[src/rtl/core_pkg.sv]
// rtl/core_pkg.sv - shared core types and default widths
package core_pkg;

    typedef enum logic [1:0] {
        IDLE = 2'd0,
        RUN  = 2'd1,
        DONE = 2'd2
    } state_t;

    // Shared with the instruction memory and decoder so address widths agree
    localparam int DEF_PC_W  = 10;
    localparam int DEF_OFF_W = 8;

endpackage

[src/rtl/pc_next_calc.sv]
// rtl/pc_next_calc.sv - combinational next-pc and branch-taken resolution
module pc_next_calc
    import core_pkg::*;
#(
    parameter int PC_W  = DEF_PC_W,
    parameter int OFF_W = DEF_OFF_W
) (
    input  logic [PC_W-1:0]  pc,
    input  logic             jmp,
    input  logic             br_lt,
    input  logic             br_ov,
    input  logic             lt_flag,
    input  logic             ov_flag,
    input  logic [OFF_W-1:0] br_off,
    input  logic [PC_W-1:0]  jmp_tgt,
    output logic [PC_W-1:0]  next_pc,
    output logic             taken
);

    logic            br_taken;
    logic [PC_W-1:0] off_ext;

    // Both conditions may be requested at once; either one takes the single offset
    assign br_taken = (br_lt & lt_flag) | (br_ov & ov_flag);
    assign off_ext  = PC_W'($signed(br_off));
    assign taken    = jmp | br_taken;

    always_comb begin
        next_pc = pc + PC_W'(1);
        if (jmp) begin
            next_pc = jmp_tgt;
        end else if (br_taken) begin
            next_pc = pc + off_ext;
        end
    end

endmodule

[src/rtl/pc_branch_ctrl.sv]
// rtl/pc_branch_ctrl.sv - program counter, run/done FSM and retired-instruction counter
module pc_branch_ctrl
    import core_pkg::*;
#(
    parameter int PC_W       = DEF_PC_W,
    parameter int OFF_W      = DEF_OFF_W,
    parameter int START_ADDR = 0,
    parameter int CNT_W      = 16
) (
    input  logic             clk,
    input  logic             rst_n,
    input  logic             start,
    input  logic             stall,
    input  logic             halt_req,
    input  logic             jmp,
    input  logic             br_lt,
    input  logic             br_ov,
    input  logic [OFF_W-1:0] br_off,
    input  logic [PC_W-1:0]  jmp_tgt,
    input  logic             lt_flag,
    input  logic             ov_flag,
    output logic [PC_W-1:0]  pc_out,
    output logic             running,
    output logic             done,
    output logic [CNT_W-1:0] instr_cnt
);

    localparam logic [PC_W-1:0]  START_PC = PC_W'(START_ADDR);
    localparam logic [CNT_W-1:0] CNT_MAX  = '1;

    state_t           state, state_n;
    logic [PC_W-1:0]  pc, pc_n;
    logic [CNT_W-1:0] cnt, cnt_n, cnt_inc;
    logic [PC_W-1:0]  calc_pc;
    logic             taken;

    pc_next_calc #(
        .PC_W  (PC_W),
        .OFF_W (OFF_W)
    ) u_next (
        .pc      (pc),
        .jmp     (jmp),
        .br_lt   (br_lt),
        .br_ov   (br_ov),
        .lt_flag (lt_flag),
        .ov_flag (ov_flag),
        .br_off  (br_off),
        .jmp_tgt (jmp_tgt),
        .next_pc (calc_pc),
        .taken   (taken)
    );

    // Counter sticks at its maximum instead of wrapping
    assign cnt_inc = (cnt == CNT_MAX) ? cnt : cnt + CNT_W'(1);

    always_ff @(posedge clk) begin
        if (!rst_n) begin
            state <= IDLE;
            pc    <= START_PC;
            cnt   <= '0;
        end else begin
            state <= state_n;
            pc    <= pc_n;
            cnt   <= cnt_n;
        end
    end

    always_comb begin
        state_n = state;
        pc_n    = pc;
        cnt_n   = cnt;
        case (state)
            IDLE, DONE: begin
                if (start) begin
                    state_n = RUN;
                    pc_n    = START_PC;
                    cnt_n   = '0;
                end
            end
            RUN: begin
                if (halt_req) begin
                    state_n = DONE;
                    cnt_n   = cnt_inc;
                end else if (!stall) begin
                    pc_n  = taken ? calc_pc : pc + PC_W'(1);
                    cnt_n = cnt_inc;
                end
            end
            default: begin
                state_n = IDLE;
            end
        endcase
    end

    assign pc_out    = pc;
    assign instr_cnt = cnt;
    assign running   = (state == RUN);
    assign done      = (state == DONE);

endmodule

[config.mk]
export PLATFORM = sky130hd
export DESIGN_NAME = pc_branch_ctrl
export DESIGN_NICKNAME = d
export VERILOG_FILES = /design/src/rtl/core_pkg.sv /design/src/rtl/pc_next_calc.sv /design/src/rtl/pc_branch_ctrl.sv
export SDC_FILE = /design/constraint.sdc
export NUM_CORES = 1
export LEC_CHECK = 0
export ABC_AREA = 1
export ABC_CLOCK_PERIOD_IN_PS = 3000
export CAP_MARGIN = 0
export CORE_MARGIN = 1
export CORE_UTILIZATION = 40
export DETAILED_ROUTE_END_ITERATION = 10
export HOLD_SLACK_MARGIN = 0.15
export PLACE_DENSITY = 0.69
export SETUP_SLACK_MARGIN = 0.1
export SLEW_MARGIN = 15
export SYNTH_ARGS = -nofsm -noshare
export SYNTH_HDL_FRONTEND = slang
export SYNTH_HIERARCHICAL = 1
export SYNTH_SLANG_ARGS = --single-unit
export TNS_END_PERCENT = 20
[constraint.sdc]
create_clock -name clk -period 3 [get_ports clk]
set_clock_uncertainty 0.15 [all_clocks]
set_input_delay 0.75 -clock clk [delete_from_list [all_inputs] [get_ports clk]]
set_output_delay 0.75 -clock clk [all_outputs]
set_load 0.03 [all_outputs]
==> key figures <==
Run status
  • Status: complete, no violations

Drt
  • ANT nets after route: 0
  • DRT iter0 DRCs: 126
  • Via-to-Cell Ratio: 4.95
  • Number of remaining DRC errors: 0
  • Final Routed Wirelength: 6790 um
  • Drt first pass iters: 5
  • WL per Instance: 11.9 um
  • Via count: 2821

Logic synthesis
  • Gate Count Post-Synth: 424
  • Synth Register Bits: 28
  • Yosys warnings: 6
  • Post-Syn Nets: 464
  • Ys flop type: dfxtp_1
  • Post-synthesis sequential area ratio: 0.224
  • FFs w/ async S/R, synth: 0
  • EDFF count, synth: 0
  • Number of distinct library cells after synthesis: 35
  • Avg Cell Area, Syn: 5.91 um2
  • Synth Cell Area: 2500 um2

Place
  • Setup WS pre-CTS: -325 ps
  • Routability cong.: 0.897
  • PortBufs: 55
  • Final HPWL DP: 5300 um

Cells and area
  • Share of cells above drive strength 1: 0.149
  • Fillcell total: 591
  • Antenna diodes: 0
  • Register area: 561 um2
  • Final-stage net count: 536
  • Area Overhead vs Synth: 36.4%
  • Multi-input gate area: 1750 um2

Setup path
  • Delay-heaviest family, CP: simple AND/OR/NAND/NOR gates
  • Critical path's largest stage delay: 400 ps
  • Crit path launch type: input port
  • Slowest CP cell: clkdlybuf4s50_1
  • Buffers & Inverters on Critical Path: 1
  • CP endpoint kind: flip-flop
  • Worst path arrival time: 2680 ps
  • Setup CP Type: in -> reg
  • Cells along the critical path: clkdlybuf4s50_1, or2_1, ha_4, fa_2, nand3_2, nand2_4, nand2_2, nand2_2, a21oi_2, a21oi_2, nor2_1, nor2_1, nand2_1, a21oi_2
  • Critical Path RT: 3030 ps
  • Worst path most repeated cell: a21oi_2
  • CP max FO: 4

Clock network
  • CTS tree: done
  • Clock Sinks: 28
  • CTS Buffer Depth: 2
  • Worst skew pair latency: 280 ps
  • Clock-pin slew on the worst setup and hold paths: 100 ps
  • CTS Buf Count: 3
  • H-tree levels: 1
  • Cts hold-fix bufs: 0
  • CTS Root Cell: clkbuf_8

STA
  • Max-slew violations: 0
  • Worst Tran Pin Value: 417 ps
  • Final worst slack: 352 ps
  • Slew HR: 0.721
  • Fmax: 0.378 GHz
  • RSZ-0062 raised after global routing: no
  • Setup total negative slack: 0 ps
  • Final setup vio count: 0
  • Period utilisation layout: 0.883
  • Min cycle time layout: 2650 ps
  • Fin. Hold Viols: 0

Global routing
  • First-pass GRT wire length: 11400 um
  • Largest net degree at the start of global routing: 18
  • Vias in the first global route: 2583
  • Global route overflow: 0
  • Tot GR Track Use: 0.217
  • Initial antenna violation count: 0

Die
  • Die Span Y: 81.1 um
  • Core Footprint: 5990 um2
  • Chip Width: 81.1 um
  • IO Pins: 56
  • Total die area: 6580 um2
  • Rows: 28
  • Starting density of the core: 0.418

Pwr
  • Lkg Pwr: 1.54 nW
  • Power Density: 268 nW/um2
  • Pwr Total: 0.914 mW
  • Max VDD drop: 0.256 mV

Run
  • Max-cap viol count: 0

Hold path
  • Worst Hold Class: reg -> reg
-- cell families (layout without fill, tap and decap cells) --
logic type	count (synthesis)	after routing	synth area share
compound gates	47	47	0.102
xor+xnor	6	6	0.0210
fa+ha+maj	12	12	0.0629
buf+inv	66	137	0.106
flops	28	28	0.224
simple gates	265	265	0.484
-- worst paths after layout --
kind                start           end  slack [ps]  cells past startpoint
min          instr_cnt[4]  instr_cnt[4]         340                      2
max reg2reg     pc_out[5]     pc_out[8]         920                     11
max             br_off[0]     pc_out[6]         350                     14
min reg2reg  instr_cnt[4]  instr_cnt[4]         340                      2
-- tightest hold or removal path, stage by stage, from the launching register on --
cell     delay [ps]
dfxtp_1         350
inv_1            60
a21oi_1          50
-- cells in the mapped netlist, types with 2 or more instances --
cell type / count / share of area
o21ai_0: 9 / 0.018
a21oi_1: 26 / 0.052
nand2_2: 6 / 0.015
xor2_1: 3 / 0.010
nor2_4: 4 / 0.018
dfxtp_1: 28 / 0.22
nand4_1: 2 / 0.0050
nor2_8: 2 / 0.016
clkbuf_1: 3 / 0.0045
nand3b_1: 2 / 0.0060
nor2_2: 8 / 0.020
nand2_4: 3 / 0.013
a21oi_2: 2 / 0.0070
o21ai_1: 6 / 0.012
nor2_1: 47 / 0.070
clkinv_1: 3 / 0.0045
xnor2_1: 3 / 0.010
inv_2: 4 / 0.0060
or2_1: 3 / 0.0075
ha_1: 11 / 0.055
nand2_1: 143 / 0.21
nand3_1: 39 / 0.078
buf_6: 2 / 0.0090
nand3_2: 2 / 0.0080
inv_1: 53 / 0.079
-- where the power goes --
part	total (mW)	switching [mW]	internal, mW
sequential	0.383	0.00683	0.376
clock	0.304	0.126	0.179
combinational	0.226	0.128	0.0987
total	0.914	0.260	0.654
-- state kept, by name, indices dropped and copies added, names as in the netlist --
| register | count |
|---|---|
| pc_out | 10 |
| instr_cnt | 16 |
| state | 2 |
-- layout make-up --
class	instances	share of cell area
clock buffer	3	0.0121
tap	75	0.0275
multi-input combinational	330	0.514
clock inverter	1	0.00879
inverter	61	0.0678
sequential	28	0.164
timing repair buffer	72	0.206
-- placed cells by master, fill, tap and decap left out, drive strengths merged, types with 2 or more instances in the layout --
master         count
a21oi             28
clkdlybuf4s50     51
nand2            152
or2                3
ha                11
inv               58
dlymetal6s2s       4
nor3               2
xnor2              3
xor2               3
nor2              61
clkinv             3
o21ai             16
nand4              2
nand3b             2
buf               17
clkbuf             3
dfxtp             28
nand3             41
-- per-layer routing --
layer | part of all wire | vias up | track usage
met5 | 0 | - | 0
met2 | 0.47 | 78 | 0.371
met4 | 0.0062 | 0 | 0.0429
met3 | 0.057 | 4 | 0.0247
li1 | - | 1472 | -
met1 | 0.46 | 1267 | 0.294
-- stage by stage --
step / util / area, um2 / std cells / hold slack (ps)
5_1_grt: 0.570 / 3420 / 570 / 365
4_1_cts: 0.558 / 3340 / 569 / 340
2_1_floorplan: - / 2500 / 424 / 436
3_3_place_gp: 0.542 / 3250 / 565 / 324
3_5_place_dp: 0.542 / 3250 / 565 / 318
6_report: 0.570 / 3420 / 570 / 337
-- timing repair --
action / CTS / global route
hold endpoints to repair: 0 / 0
pin swaps: 1 / 15
setup endpoints to repair: 6 / 8
buffers inserted: 0 / 1
gates resized for setup: 7 / 20
Note: power is estimated with default switching activity, not from simulation.
